`config.mk`:
```
export PLATFORM = sky130hd
export DESIGN_NAME = traffic_light_fsm_flat
export DESIGN_NICKNAME = d
export VERILOG_FILES = /design/src/rtl/traffic_light_fsm_if.sv /design/src/rtl/traffic_light_fsm.sv /design/src/flat_wrapper.sv
export SDC_FILE = /design/constraint.sdc
export NUM_CORES = 1
export LEC_CHECK = 0
export ABC_CLOCK_PERIOD_IN_PS = 1000
export BUFFER_PORTS_ARGS = -buffer_cell sky130_fd_sc_hd__buf_4
export CAP_MARGIN = 20
export CORE_AREA = 2 2 39 41
export CTS_CLUSTER_DIAMETER = 40
export CTS_CLUSTER_SIZE = 24
export DETAILED_ROUTE_END_ITERATION = 6
export DIE_AREA = 0 0 41 43
export PLACE_DENSITY = 0.64
export SYNTH_ARGS = -nofsm -noshare
export SYNTH_HDL_FRONTEND = slang
export SYNTH_SLANG_ARGS = --single-unit
```
`constraint.sdc`:
```
create_clock -name clk -period 1 [get_ports clk]
set_input_delay 0 -clock clk [delete_from_list [all_inputs] [get_ports clk]]
set_output_delay 0 -clock clk [all_outputs]
set_load 0.02 [all_outputs]
```
`src/rtl/traffic_light_fsm_if.sv`:
```
// Timer handshake between the traffic light controller (master) and the
// 8-bit down-counter timer (slave).
interface traffic_light_fsm_if;
  logic       load;
  logic [7:0] value;
  logic       decr;
  logic       timeup;

  modport master (output load, output value, output decr, input timeup);
  modport slave  (input load, input value, input decr, output timeup);
endinterface

```
`src/rtl/traffic_light_fsm.sv`:
```
// Phase controller for a main/side road intersection driving an external down-counter timer.
// Define PED_WALK_EN to enable the pedestrian walk phase between ALL_RED_1 and the side phase.
module traffic_light_fsm #(
  parameter logic [7:0] T_MAIN_GREEN = 8'd20,
  parameter logic [7:0] T_YELLOW     = 8'd4,
  parameter logic [7:0] T_ALL_RED    = 8'd2,
  parameter logic [7:0] T_SIDE_GREEN = 8'd10,
  parameter logic [7:0] T_WALK       = 8'd8
) (
  input  logic                clk,
  input  logic                reset,
  input  logic                i_side_car,
  input  logic                i_ped_req,
  traffic_light_fsm_if.master tmr,
  output logic [2:0]          o_main_light,
  output logic [2:0]          o_side_light,
  output logic                o_walk,
  output logic [2:0]          o_state_dbg
);

  typedef enum logic [2:0] {
    S_MAIN_GREEN  = 3'd0,
    S_MAIN_YELLOW = 3'd1,
    S_ALL_RED_1   = 3'd2,
    S_SIDE_GREEN  = 3'd3,
    S_SIDE_YELLOW = 3'd4,
    S_ALL_RED_2   = 3'd5,
    S_PED_WALK    = 3'd6
  } state_t;

  localparam logic [2:0] L_RED    = 3'b100;
  localparam logic [2:0] L_YELLOW = 3'b010;
  localparam logic [2:0] L_GREEN  = 3'b001;

  state_t     r_state;
  state_t     w_next;
  logic       r_first;
  logic       r_car_pend;
  logic       r_ped_pend;
  logic       w_adv;
  logic       w_enter_side;
  logic [7:0] w_value;
`ifdef PED_WALK_EN
  logic       w_enter_walk;
`endif

  // The timer still holds its stale count during the load cycle, so timeup only counts after it.
  assign w_adv = ~r_first & tmr.timeup;

  // NOTE: every always_comb output gets a default first so no path leaves it unassigned (no latch).
  always_comb begin
    w_next = S_ALL_RED_2;
    case (r_state)
      S_MAIN_GREEN:  w_next = (w_adv && (r_car_pend || r_ped_pend)) ? S_MAIN_YELLOW : S_MAIN_GREEN;
      S_MAIN_YELLOW: w_next = w_adv ? S_ALL_RED_1 : S_MAIN_YELLOW;
      S_ALL_RED_1: begin
        w_next = w_adv ? S_SIDE_GREEN : S_ALL_RED_1;
`ifdef PED_WALK_EN
        if (w_adv && r_ped_pend) w_next = S_PED_WALK;
`endif
      end
      S_SIDE_GREEN:  w_next = w_adv ? S_SIDE_YELLOW : S_SIDE_GREEN;
      S_SIDE_YELLOW: w_next = w_adv ? S_ALL_RED_2 : S_SIDE_YELLOW;
      S_ALL_RED_2:   w_next = w_adv ? S_MAIN_GREEN : S_ALL_RED_2;
`ifdef PED_WALK_EN
      S_PED_WALK:    w_next = w_adv ? (r_car_pend ? S_SIDE_GREEN : S_ALL_RED_2) : S_PED_WALK;
`endif
      default:       w_next = S_ALL_RED_2;
    endcase
  end

  assign w_enter_side = (w_next == S_SIDE_GREEN) && (r_state != S_SIDE_GREEN);
`ifdef PED_WALK_EN
  assign w_enter_walk = (w_next == S_PED_WALK) && (r_state != S_PED_WALK);
`endif

  // NOTE: sequential state uses non-blocking assignments so every register samples pre-edge values.
  always_ff @(posedge clk) begin
    if (reset) begin
      r_state    <= S_MAIN_GREEN;
      r_first    <= 1'b1;
      r_car_pend <= 1'b0;
      r_ped_pend <= 1'b0;
    end else begin
      r_state <= w_next;
      // Illegal encodings always differ from ALL_RED_2, so they reload too.
      r_first <= (w_next != r_state);

      // Clear has priority over a request arriving in the same cycle.
      if (w_enter_side)    r_car_pend <= 1'b0;
      else if (i_side_car) r_car_pend <= 1'b1;

`ifdef PED_WALK_EN
      if (w_enter_walk)    r_ped_pend <= 1'b0;
`else
      if (w_enter_side)    r_ped_pend <= 1'b0;
`endif
      else if (i_ped_req)  r_ped_pend <= 1'b1;
    end
  end

  always_comb begin
    o_main_light = L_RED;
    o_side_light = L_RED;
    w_value      = 8'd0;
    case (r_state)
      S_MAIN_GREEN: begin
        o_main_light = L_GREEN;
        w_value      = T_MAIN_GREEN;
      end
      S_MAIN_YELLOW: begin
        o_main_light = L_YELLOW;
        w_value      = T_YELLOW;
      end
      S_ALL_RED_1, S_ALL_RED_2: w_value = T_ALL_RED;
      S_SIDE_GREEN: begin
        o_side_light = L_GREEN;
        w_value      = T_SIDE_GREEN;
      end
      S_SIDE_YELLOW: begin
        o_side_light = L_YELLOW;
        w_value      = T_YELLOW;
      end
      S_PED_WALK:   w_value = T_WALK;
      default:      w_value = 8'd0;
    endcase
  end

`ifdef PED_WALK_EN
  assign o_walk = (r_state == S_PED_WALK);
`else
  assign o_walk = 1'b0;
`endif

  assign tmr.load    = r_first;
  assign tmr.decr    = ~r_first;
  assign tmr.value   = w_value;
  assign o_state_dbg = r_state;

endmodule

```
`src/flat_wrapper.sv`:
```
// flat-port wrapper written by rule: the top's interface ports become plain ports
module traffic_light_fsm_flat 
#(
  parameter logic [7:0] T_MAIN_GREEN = 8'd20,
  parameter logic [7:0] T_YELLOW     = 8'd4,
  parameter logic [7:0] T_ALL_RED    = 8'd2,
  parameter logic [7:0] T_SIDE_GREEN = 8'd10,
  parameter logic [7:0] T_WALK       = 8'd8
)
  (clk, reset, i_side_car, i_ped_req, o_main_light, o_side_light, o_walk, o_state_dbg, tmr_load, tmr_value, tmr_decr, tmr_timeup);
  traffic_light_fsm_if tmr_i ();
  input  logic clk;
  input  logic reset;
  input  logic i_side_car;
  input  logic i_ped_req;
  output logic [2:0] o_main_light;
  output logic [2:0] o_side_light;
  output logic o_walk;
  output logic [2:0] o_state_dbg;
  output wire logic [$bits(tmr_i.load)-1:0] tmr_load;
  output wire logic [$bits(tmr_i.value)-1:0] tmr_value;
  output wire logic [$bits(tmr_i.decr)-1:0] tmr_decr;
  input wire logic [$bits(tmr_i.timeup)-1:0] tmr_timeup;
  assign tmr_load = tmr_i.load;
  assign tmr_value = tmr_i.value;
  assign tmr_decr = tmr_i.decr;
  assign tmr_i.timeup = tmr_timeup;
  traffic_light_fsm #(.T_MAIN_GREEN(T_MAIN_GREEN), .T_YELLOW(T_YELLOW), .T_ALL_RED(T_ALL_RED), .T_SIDE_GREEN(T_SIDE_GREEN), .T_WALK(T_WALK)) u_core (.clk(clk), .reset(reset), .i_side_car(i_side_car), .i_ped_req(i_ped_req), .tmr(tmr_i), .o_main_light(o_main_light), .o_side_light(o_side_light), .o_walk(o_walk), .o_state_dbg(o_state_dbg));
endmodule
```
# Word-level counts from Yosys, hierarchy flattened
# Index checks and enable logic that the tools add are counted.
# totals
reg_bits,6
latch_bits,0
mem_bits_rw,0
mem_bits_ro,0
inputBits,5
out_inout_bits,20
elab_cells,32
memories,0
# op_classes
addsub,0
multipliers,0
div_mod_pow,0
magnitude_cmp,0
n_eq_ne,9
shifts,0
mux,10
n_bitwise,2
reduce_logical,7
# op_table
op,count
one-hot mux 5 bit (5 select lines),1
one-hot mux 3 bit (6 select lines),1
one-hot mux 3 bit (2 select lines),2
== test 3 x 2 -> 1 bit (second input constant),3
== test 3 bit (second input constant),3
two-way mux 3 bit,2
OR reduction 2 bit,3
== test 3 x 1 -> 1 bit (second input constant),1
zero test 3 bit,1
two-way mux 1 bit,3
!= test 3 x 2 -> 1 bit (second input constant),1
!= test 3 bit,1
logical AND 1 bit,2
two-way mux 2 bit,1
bitwise AND 1 bit,1
logical OR 1 bit,1
inverter 1 bit,1

# Longest topological paths before layout
# logic_depth
word_depth,8
depth_mapped,4

# Worst setup path before layout
# Ideal clock, no wire load.
# synth_timing
path_kind,register -> output
startpoint,reg u_core.r_state[2] (netlist: u_core.o_state_dbg[2])
endpoint,out o_side_light[2]
arrival_ps,1246
required_time_ps,1000
setup_slack_ps,-246
stages_incl_launch_ff,4
path_buffers,1
path_cell_list,dfxtp_1 buf_2 nor3b_2 nor2_1
# synth_between
elab_chain_len,2
word_cells_on_any_way,3
cone_classes,eq/ne: 2; mux: 1
# synth_lines
element,line,rtl
from (decl),traffic_light_fsm.sv:35,state_t r_state;
from (signal assigned),traffic_light_fsm.sv:85,r_state <= w_next;
== test 3 bit / == test 3 x 2 -> 1 bit (equally long branches),traffic_light_fsm.sv:106,case (r_state)
one-hot mux 3 bit (2 select lines) *,traffic_light_fsm.sv:106,
to (decl),flat_wrapper.sv:17,output logic [2:0] o_side_light;
# Mark *: on every way between the ends. The rest lies on a longest branch, timed or not.

# Final worst setup path
# layout_timing
startpoint,reg u_core.r_state[0] (netlist: u_core.o_state_dbg[0])
endpoint,out o_side_light[2]
# Same word-level chain as after synthesis.

==> results.md <==
Worst setup path:
- Walking the worst path, the cells encountered are buf_6 > and2_4 > nor2_2 > buf_6.
- The data required time of the worst path is 1.00 ns.
- The critical path start-end classification is flip-flop to primary output.
- The type of origin of the critical path is a flip-flop.
- Data on the critical path arrives at its endpoint at 1.11 ns.
- Along the worst path, the maximum fanout reaches 5.
- The origin of the worst setup path is u_core.o_state_dbg[0].
- The number of cells on the worst reg-to-reg path is 3.
- On the worst path, the slowest cell contributes a delay of 0.36 ns.
- In this run the critical register-to-register path is launched from u_core.o_state_dbg[1].
- The endpoint type of the worst setup path is a primary output.
- The most common cell type on the critical path is sky130_fd_sc_hd__buf_6.
- The cell at the slowest stage of the critical path is sky130_fd_sc_hd__dfxtp_4.

Clocking:
- CTS saw 6 sinks.
- Clock-pin slew was measured on the worst setup and hold paths at 0.05 ns.
- The buffer levels on the longest clock path is 2.
- The later pin in the worst-skew pair is clocked with a latency of 0.25 ns.
- The CTS tree is done.
- The buffer type at the clock tree root is sky130_fd_sc_hd__clkbuf_4.
- In this run the number of H-tree levels came out at 1.
- TritonCTS created 3 clock buffers.

Die:
- The total area inside the core boundary comes to 0.00138 mm2.
- The die footprint is 0.00176 mm2.
- The horizontal extent of the die is 41 um.
- The effective utilization at floorplan is 0.298.
- The count of pins on the block boundary is 25.
- The vertical extent of the die is 43 um.
- The initialized floorplan defines 14 standard-cell rows.

Logic synthesis:
- The flip-flop and latch count after synthesis is 6.
- The area of the mapped netlist is 413 um2.
- The post-synthesis cell type count is 26.
- After synthesis, the mean cell area works out to 8.60 um2.
- The share of the synthesized area in the top cell type is 0.291.
- The sequential cell area fraction in the yosys report is 0.291.
- The Yosys warning count is 0.
- Synthesis produced a netlist whose cell count is 48.
- The largest area contributor in the synthesized netlist is sky130_fd_sc_hd__dfxtp_1.
- By area the synthesized netlist is led by sky130_fd_sc_hd__dfxtp_1 29%, sky130_fd_sc_hd__buf_4 13%, sky130_fd_sc_hd__nor3b_2 6.1%.

STA:
- The worst hold margin is 0.188 ns.
- The number of endpoints failing setup at the final stage is 14.
- The final hold violation count is 0.
- The max-slew violation count is 0.
- The period utilization is 1.11.
- On the final layout, the worst clock skew is 0.00274 ns.
- After layout, the minimum clock period comes to 1.11 ns.
- Once routing completed, OpenROAD measured the worst setup slack at -0.113 ns.
- Setup repair after global routing could not meet its margin everywhere.
- Based on the critical path, the design can be clocked at up to 898 MHz.

Cells and area:
- The number of nets in the layout is 86.
- From synthesis to final layout, the design area changed by 93.6%.
- In the final layout, the share of cells above drive strength 1 is 0.658.
- 0 antenna diodes ended up in the layout.
- The sequential cells in the finished layout cover a total of 133 um2.
- The total of fill cells in the finished design is 140.
- In the final layout, the multi-input gates occupy 313 um2.

Route:
- After detailed routing, the number of remaining DRC violations is 0.
- Once detail routing completed, the nets flagged for antenna violations numbered 0.
- The total length of routed met3 wires is 79 um.
- Detailed routing placed a total of 538 um of wire on met2.
- The routed layout has 421 vias.
- The detailed router's first-iteration violation count is 1.
- The detailed-router iteration count before antenna repair is 3.
- In this run the top signal layer used is met4.
- The sum of routed wire segments on met1 is 348 um.
- The detailed-route vias per instance is 4.43.
- After detailed routing, the total wire length is 982 um.
- In the final routed layout, each cell accounts on average for 10.3 um.

Global route:
- The via count of the first global-routing pass came to 400.
- The number of antenna violations at the first check in global routing is 0.
- The maximum number of pins on one net before global-route repair is 8.
- Global routing finished with a remaining overflow of 0.
- The first global-routing pass estimated 1.64 mm of wire.
- The total global-route track usage is 0.142.

Hold path:
- The critical hold path startpoint is tmr_timeup.
- The worst hold-check path type is input pin to flip-flop.
- Along the worst hold path, the cell count comes to 4.

Placed design:
- In this run the tool buffered the top-level ports with 19 buffer cells.
- The post-placement setup slack is 0.00832 ns.
- The routability congestion estimate from global placement is 0.813.

Outcome:
- The flow ran to the end, but the final reports show violations.
- The final reports fail on negative setup slack.

Power:
- For this design the static power due to leakage is 0.378 nW.
- The power per cell area is 878 mW/mm2.
- Across the VDD grid, the largest voltage drop is 0.454 mV.

Flow run:
- Across the run, the number of max-cap violations was 0.
[worst paths after layout]
path	end	slack, ns
setup / recovery	o_side_light[2]	-0.11
hold / removal	u_core.o_state_dbg[0]	0.19
setup reg to reg	u_core.tmr.load	-0.09
hold reg to reg	u_core.r_car_pend	0.46
[cell type report]
class / instances / share of cell area
tap: 16 / 0.0250
timing repair buffer: 32 / 0.380
multi-input combinational: 36 / 0.391
clock buffer: 3 / 0.0282
sequential: 6 / 0.166
inverter: 2 / 0.00939
[metrics by stage]
step / cells / total power [W] / util / setup TNS [ns] / instance area [um2]
after floorplan: 52 / 0.000392 / - / -0.0539 / 479
after global placement: 86 / 0.000436 / 0.453 / 0 / 627
after detailed placement: 86 / 0.000437 / 0.453 / 0 / 627
after CTS: 95 / 0.000710 / 0.567 / -0.948 / 785
after global routing: 95 / 0.000748 / 0.578 / -1.74 / 800
final: 95 / 0.000702 / 0.578 / -0.953 / 800
[where the power goes]
part | internal (W) | switching [W]
registers | 0.000247 | 0.0000143
clock network | 0.000136 | 0.0000931
logic | 0.000109 | 0.000102
[cell usage in the layout, fill, tap and decap left out, types with 2 or more instances in the layout]
cell,Yosys,routed
sky130_fd_sc_hd__buf_4,7,15
sky130_fd_sc_hd__buf_6,0,13
sky130_fd_sc_hd__clkbuf_4,0,3
sky130_fd_sc_hd__conb_1,1,5
sky130_fd_sc_hd__dfxtp_1,6,2
sky130_fd_sc_hd__dfxtp_4,0,3
sky130_fd_sc_hd__dlygate4sd3_1,0,3
sky130_fd_sc_hd__inv_1,2,2
sky130_fd_sc_hd__nand3b_1,2,2
sky130_fd_sc_hd__nor2_4,0,3
sky130_fd_sc_hd__nor3b_4,0,2
sky130_fd_sc_hd__o21a_1,2,2
sky130_fd_sc_hd__o21ai_0,2,2
sky130_fd_sc_hd__xor2_1,2,2
[cell usage after synthesis]
| library cell | count |
|---|---|
| sky130_fd_sc_hd__buf_2 | 1 |
| sky130_fd_sc_hd__nor3_2 | 1 |
| sky130_fd_sc_hd__buf_4 | 7 |
| sky130_fd_sc_hd__mux2i_1 | 1 |
| sky130_fd_sc_hd__dfxtp_1 | 6 |
| sky130_fd_sc_hd__o21a_1 | 2 |
| sky130_fd_sc_hd__inv_1 | 2 |
| sky130_fd_sc_hd__nor3b_2 | 2 |
| sky130_fd_sc_hd__conb_1 | 1 |
| sky130_fd_sc_hd__xor2_1 | 2 |
| sky130_fd_sc_hd__a21oi_1 | 1 |
| sky130_fd_sc_hd__o21bai_1 | 1 |
| sky130_fd_sc_hd__and2_4 | 1 |
| sky130_fd_sc_hd__a31oi_1 | 1 |
| sky130_fd_sc_hd__o21ai_0 | 2 |
| sky130_fd_sc_hd__nand2b_1 | 1 |
| sky130_fd_sc_hd__nand3b_1 | 2 |
| sky130_fd_sc_hd__nor2b_4 | 1 |
| sky130_fd_sc_hd__nor2b_1 | 1 |
| sky130_fd_sc_hd__nor2_1 | 5 |
| sky130_fd_sc_hd__and2_1 | 1 |
| sky130_fd_sc_hd__o21ai_2 | 1 |
| sky130_fd_sc_hd__nand2_1 | 2 |
| sky130_fd_sc_hd__or2_1 | 1 |
| sky130_fd_sc_hd__a21oi_2 | 1 |
| sky130_fd_sc_hd__or3_4 | 1 |
[worst max-delay path, delay by kind of cell, from the launching register on]
family        cells  cell delay, ns
flops             1            0.36
simple gates      2            0.26
buf+inv           2            0.24
[flip-flops by register name, summed over array words and instances (netlist names)]
register and cells:
u_core.r_car_pend 1, u_core.o_state_dbg 3, u_core.tmr.load 1, u_core.r_ped_pend 1
[cell families (layout without fill, tap and decap cells)]
kind of cell	Yosys count	count (layout)	share of synthesized area
simple gates	19	19	0.327
buf+inv	10	37	0.158
xor+xnor	2	2	0.0424
flops	6	6	0.291
mux	1	1	0.0242
compound gates	9	9	0.148
other cells	1	5	0.00908
[per-layer routing]
metal,track usage,up-vias
met2,0.238,20
met5,0,-
met1,0.139,191
met3,0.0209,2
li1,-,208
met4,0.120,0
[repair_timing]
action	CTS	global route
setup buffers	3	1
endpoints found under the setup margin	11	16
endpoints found under the hold margin	6	0
pin swaps	10	11
hold buffers	3	0
resized for setup	22	3
(Power assumes the default switching activity.)
